===== src/rtl/bcd_updown_counter_n.sv =====
// Multi-decade BCD up/down counter with parallel load, terminal count,
// a rollover pulse and a selectable wrap/saturate policy at the limits.
module bcd_updown_counter_n #(
  parameter int DIGITS = 4,
  parameter bit WRAP   = 1'b1
) (
  input  logic                  clk,
  input  logic                  clr_n,
  input  logic                  en,
  input  logic                  mode,
  input  logic                  load,
  input  logic [4*DIGITS-1:0]   load_val,
  output logic [4*DIGITS-1:0]   count,
  output logic                  tc,
  output logic                  wrap,
  output logic                  load_err
);

  localparam int W = 4 * DIGITS;

  logic [W-1:0] count_up;
  logic [W-1:0] count_dn;
  logic         all_nines;
  logic         all_zero;
  logic         load_ok;

  // Ripple a carry/borrow through the decades; at the limits the chain
  // naturally produces 0 (up from all 9s) or all 9s (down from 0).
  always_comb begin : next_value
    logic       carry;
    logic       borrow;
    logic [3:0] d;
    count_up  = count;
    count_dn  = count;
    carry     = 1'b1;
    borrow    = 1'b1;
    d         = 4'd0;
    all_nines = 1'b1;
    all_zero  = 1'b1;
    load_ok   = 1'b1;
    for (int i = 0; i < DIGITS; i++) begin
      d = count[4*i +: 4];
      if (carry) begin
        if (d == 4'd9) begin
          count_up[4*i +: 4] = 4'd0;
        end else begin
          count_up[4*i +: 4] = d + 4'd1;
          carry = 1'b0;
        end
      end
      if (borrow) begin
        if (d == 4'd0) begin
          count_dn[4*i +: 4] = 4'd9;
        end else begin
          count_dn[4*i +: 4] = d - 4'd1;
          borrow = 1'b0;
        end
      end
      all_nines = all_nines & (d == 4'd9);
      all_zero  = all_zero & (d == 4'd0);
      load_ok   = load_ok & (load_val[4*i +: 4] <= 4'd9);
    end
  end

  always_ff @(posedge clk or negedge clr_n) begin
    if (!clr_n) begin
      count    <= '0;
      wrap     <= 1'b0;
      load_err <= 1'b0;
    end else begin
      wrap     <= 1'b0;
      load_err <= 1'b0;
      if (load) begin
        if (load_ok) begin
          count <= load_val;
        end else begin
          load_err <= 1'b1;
        end
      end else if (en) begin
        // Without WRAP the limit value is simply held.
        if (mode) begin
          if (!all_nines) begin
            count <= count_up;
          end else if (WRAP) begin
            count <= count_up;
            wrap  <= 1'b1;
          end
        end else begin
          if (!all_zero) begin
            count <= count_dn;
          end else if (WRAP) begin
            count <= count_dn;
            wrap  <= 1'b1;
          end
        end
      end
    end
  end

  assign tc = mode ? all_nines : all_zero;

endmodule

===== config.mk =====
export PLATFORM = sky130hd
export DESIGN_NAME = bcd_updown_counter_n
export DESIGN_NICKNAME = d
export VERILOG_FILES = /design/src/rtl/bcd_updown_counter_n.sv
export SDC_FILE = /design/constraint.sdc
export NUM_CORES = 1
export LEC_CHECK = 0
export CAP_MARGIN = 20
export CORE_UTILIZATION = 40
export DETAILED_ROUTE_END_ITERATION = 7
export DONT_BUFFER_PORTS = 1
export SLEW_MARGIN = 10
export SYNTH_ARGS = -nofsm -noshare
export SYNTH_HDL_FRONTEND = slang
export SYNTH_SLANG_ARGS = --single-unit

===== constraint.sdc =====
create_clock -name clk -period 5.45 [get_ports clk]
set_input_delay 1.635 -clock clk [delete_from_list [all_inputs] [get_ports clk]]
set_output_delay 1.635 -clock clk [all_outputs]
set_load 0.05 [all_outputs]

# ---- Word-level counts from Yosys, hierarchy flattened
# Index checks and enable logic that the tools add are counted.
dict set report classes {
  add_sub_neg 8
  magnitude_cmp 4
  n_eq_ne 8
  muxes 36
  bitwise_logic 9
  reduce_logical 12
}
# operator n
set op_table {}
lappend op_table {{$mux 16} 4}
lappend op_table {{$mux 4} 14}
lappend op_table {{$mux 1} 18}
lappend op_table {{$add 4x1->4 const B} 4}
lappend op_table {{$eq 4x4->1 const B} 4}
lappend op_table {{$le 4x4->1 const B} 4}
lappend op_table {{$logic_not 4->1} 4}
lappend op_table {{$sub 4x1->4 const B} 4}
lappend op_table {{$reduce_and 4->1} 3}
lappend op_table {{$and 1x1->1} 9}
lappend op_table {{$ne 3x1->1 const B} 3}
lappend op_table {{$reduce_bool 3->1} 3}
lappend op_table {{$ne 2x1->1 const B} 1}
lappend op_table {{$reduce_and 2->1} 1}
lappend op_table {{$reduce_bool 2->1} 1}
dict set report totals {
  register_bits 18
  inputBits 21
  output_inout_bits 19
  word_cells 83
}

# ---- Depth between registers and ports, before layout
dict set report logic_depth {
  ltp_word 8
  mapped_depth 7
  mapped_depth_nobuf 5
}

# ---- Least setup slack after synthesis
# Ideal clock, no wire load.
dict set report synth_path {
  path_type {in2out}
  from {input mode}
  to {output tc}
  t_arrival_ns 3.195
  required_time_ns 3.815
  path_slack_ns 0.620
  cell_stages 3
  n_path_buf 0
  cell_sequence {nor3_1 -> nand4_2 -> o21ai_0}
}
dict set report synth_between {
  elab_chain_cells 1
}
# item line_no
set synth_lines {}
lappend synth_lines {{start: declaration} 10} ;# input logic mode,
lappend synth_lines {{$mux 1} 100} ;# assign tc = mode ? all_nines : all_zero;
lappend synth_lines {{end: declaration} 14} ;# output logic tc,
# Every way passes these cells.

# ---- Worst setup path after layout
# Same ends and word-level chain as after synthesis.

==> results.yml <==
timing:
  min_period_ns: 4.09
  clock.fmax_ghz: 0.245
  tightestPinTransition_ns: 0.855
  skew_ns: 0.00238
  tns_ns: 0
  rsz0062_at_grt: "no"
  fin_crit_sh_pct: 75.0
  setup_viol: 0
  drv_slew: 0
  slew_headroom_pct: 43.0
  timing.final.hold_violations: 0
placed_design:
  place_congestion: 0.877
  dp.cells: 235
  port_buffers: 0
  dp_hpwl_um: 2910
cts:
  cts_tree: "yes"
  cts-buffers-inserted: 3
  cts_root_buffer: "clkbuf_8"
  worstSkewPairLatency_ns: 0.26
  cts_resized: 0
  h-tree-depth: 1
  clockBufferDepth: 2
  post-cts-setup-buffers: 0
  cts.sinks: 18
  cts_hold_buf: 0
  path_clk_slew_ns: 0.07
setup_path:
  cpPeakStageDelay_ns: 0.26
  cp-start-kind: "input pin"
  worstSetupPathType: "in2out"
  cp_max_fo: 34
  path_cells: "nor3_1, nand4_2, o21ai_1, buf_4"
  slowest_stage: "nor3_1"
  crit_path_end_kind: "output pin"
  worstReg2RegEnd: "count[8]"
  r2r_cells: 5
  crit_path_end: "tc"
  timing.rr.start: "count[0]"
  crit_arrival_ns: 2.45
  critPathRequiredTime_ns: 3.82
  rrSetupSlack_ns: 3.12
  cp-startpoint: "mode"
global_routing:
  grt_max_degree: 35
  grt_pass1_vias: 1404
  grt_overflow: 0
  grt_pass1_wl_um: 6840
  antenna_found_initial: 0
  grt_util_all_layers_pct: 20.4
logic_synthesis:
  synthCells: 206
  synth_seq_area_share_pct: 27.4
  synth_warnings: 0
  synth_cell_type_count: 59
  syn_area_per_cell_um2: 7.97
  synth_seq_cells: 18
  synth_fp_nets: 227
  synth_ff_type: "dfrtp_1"
  synth_edf_count: 0
  synth_area_um2: 1640
  synthArstFlopShare_pct: 100
layout:
  final_common_cell: "o21ai_0"
  syn_to_final_growth_pct: 1.75
  final_util_pct: 44.0
  ff_latch_area_um2: 450
  final_cell_mix: "o21ai_0 (24), nand2_1 (21), dfrtp_1 (18)"
  drive_gt1_share_pct: 14.1
  fillers: 385
  multiInputGateArea_um2: 1070
  diodes: 0
  layoutNonFillerInstCount: 239
  nets: 213
die:
  die_h_um: 66.1
  coreArea_um2: 3800
  die-width_um: 66.1
  fp-row-count: 22
  io_pins: 40
  start_util_pct: 43.2
  dieArea_um2: 4360
power_and_ir_drop:
  p_comb_share_pct: 30.8
  p_per_area_nw_per_um2: 532
  power_frac_clock_pct: 12.4
  p_leak_nw: 0.662
  p_switching_mw: 0.486
  p_seq_share_pct: 56.8
  p_int_mw: 0.402
  sw_frac_of_total_pct: 54.8
  ir_drop_mv: 0.206
drt:
  route.detailed.drc: 0
  wire_per_inst_um: 16.9
  avgViaCountPerCell: 6.09
  first_iter_violations: 70
  drtAntennaViolNets: 0
  met3_length_um: 305
  wl_met2_um: 1890
  routed.top_layer: "met4"
  wl_um: 4040
  via_count: 1456
  first_pass_iters: 4
  wl_met1_um: 1800
min_path:
  hold_path_class: "reg2reg"
flow_run:
  max_cap_viol_count: 0
outcome:
  status: "completed"
-- power by group through the flow --
stage                     Combinational [mW]  Sequential [mW]  Clock [mW]
final                                  0.273            0.504       0.110
after global routing                   0.310            0.530       0.120
after CTS                              0.274            0.506       0.114
after detailed placement               0.272            0.509           0
after global placement                 0.264            0.501           0
after floorplan                        0.339            0.403           0
-- per-stage QoR --
stage | area [um^2] | total power [mW] | hold WS (ns) | setup WS [ns]
finish | 1670 | 0.888 | 0.909 | 1.36
global route | 1670 | 0.960 | 0.957 | 1.26
CTS | 1670 | 0.894 | 0.908 | 1.36
detailed placement | 1620 | 0.781 | 0.895 | 1.36
global placement | 1620 | 0.766 | 0.891 | 1.38
floorplan | 1640 | 0.742 | 0.840 | 0.620
-- metal layers --
layer  vias to the layer above  global-route usage, %
li1                        723                      -
met1                       674                   24.8
met2                        55                   34.3
met3                         4                   7.07
met4                         0                   4.26
met5                         -                      0
-- sequential cells by signal, summed over array words and instances (netlist names) --
signal / cells
load_err: 1
count: 16
wrap: 1
-- Yosys cell counts (all sizes together) (2+ instances only) --
cell type | instances | area share, %
o21ai | 25 | 7.6
nand2 | 21 | 4.8
dfrtp | 18 | 27
a21oi | 14 | 4.5
nor2 | 14 | 3.2
clkbuf | 12 | 2.7
mux2 | 9 | 7.5
buf | 8 | 3.0
inv | 7 | 1.6
nor3 | 7 | 2.1
a31oi | 5 | 1.9
nand3 | 5 | 1.5
nor2b | 5 | 1.9
mux2i | 3 | 1.8
nand2b | 3 | 1.1
nor4 | 3 | 2.4
o211ai | 3 | 1.4
o22ai | 3 | 1.1
or3 | 3 | 1.5
xnor2 | 3 | 1.6
and4b | 2 | 1.2
and4bb | 2 | 1.5
nand3b | 2 | 0.91
nand4 | 2 | 1.1
o311ai | 2 | 1.1
o31a | 2 | 1.1
o31ai | 2 | 0.91
or2 | 2 | 0.76
-- worst max-delay path, delay by kind of cell --
| family | cells | cell delay (ns) |
|---|---|---|
| AOI/OAI and AO/OA | 1 | 0.16 |
| buffers and inverters | 1 | 0.21 |
| and+or+nand+nor | 2 | 0.44 |
-- final cells by class --
class	instances	share of cell area (%)
Timing Repair Buffer	1	0.449
Tap cell	48	3.60
Multi-Input combinational cell	161	64.1
Sequential cell	18	27.0
Inverter	7	1.57
Clock buffer	4	3.30
-- cells by family (layout without fill, tap and decap cells) --
family | after synthesis | after routing | share of synthesized area, %
flip-flops | 18 | 18 | 27.4
multiplexers | 12 | 12 | 9.38
XOR/XNOR | 4 | 4 | 2.13
buffers and inverters | 27 | 12 | 7.32
AO/OA/AOI/OAI | 70 | 70 | 27.4
AND/OR/NAND/NOR | 75 | 75 | 26.4
-- worst min-delay path by stage --
stage	from	to	slack (ns)	depth (start not counted)
floorplan	count[7]	count[7]	0.84	2
global placement	count[7]	count[7]	0.89	2
detailed placement	count[7]	count[7]	0.90	2
CTS	count[7]	count[7]	0.91	2
global route	count[7]	count[7]	0.96	2
finish	count[7]	count[7]	0.91	2
Power figures use the tool's default switching activity.
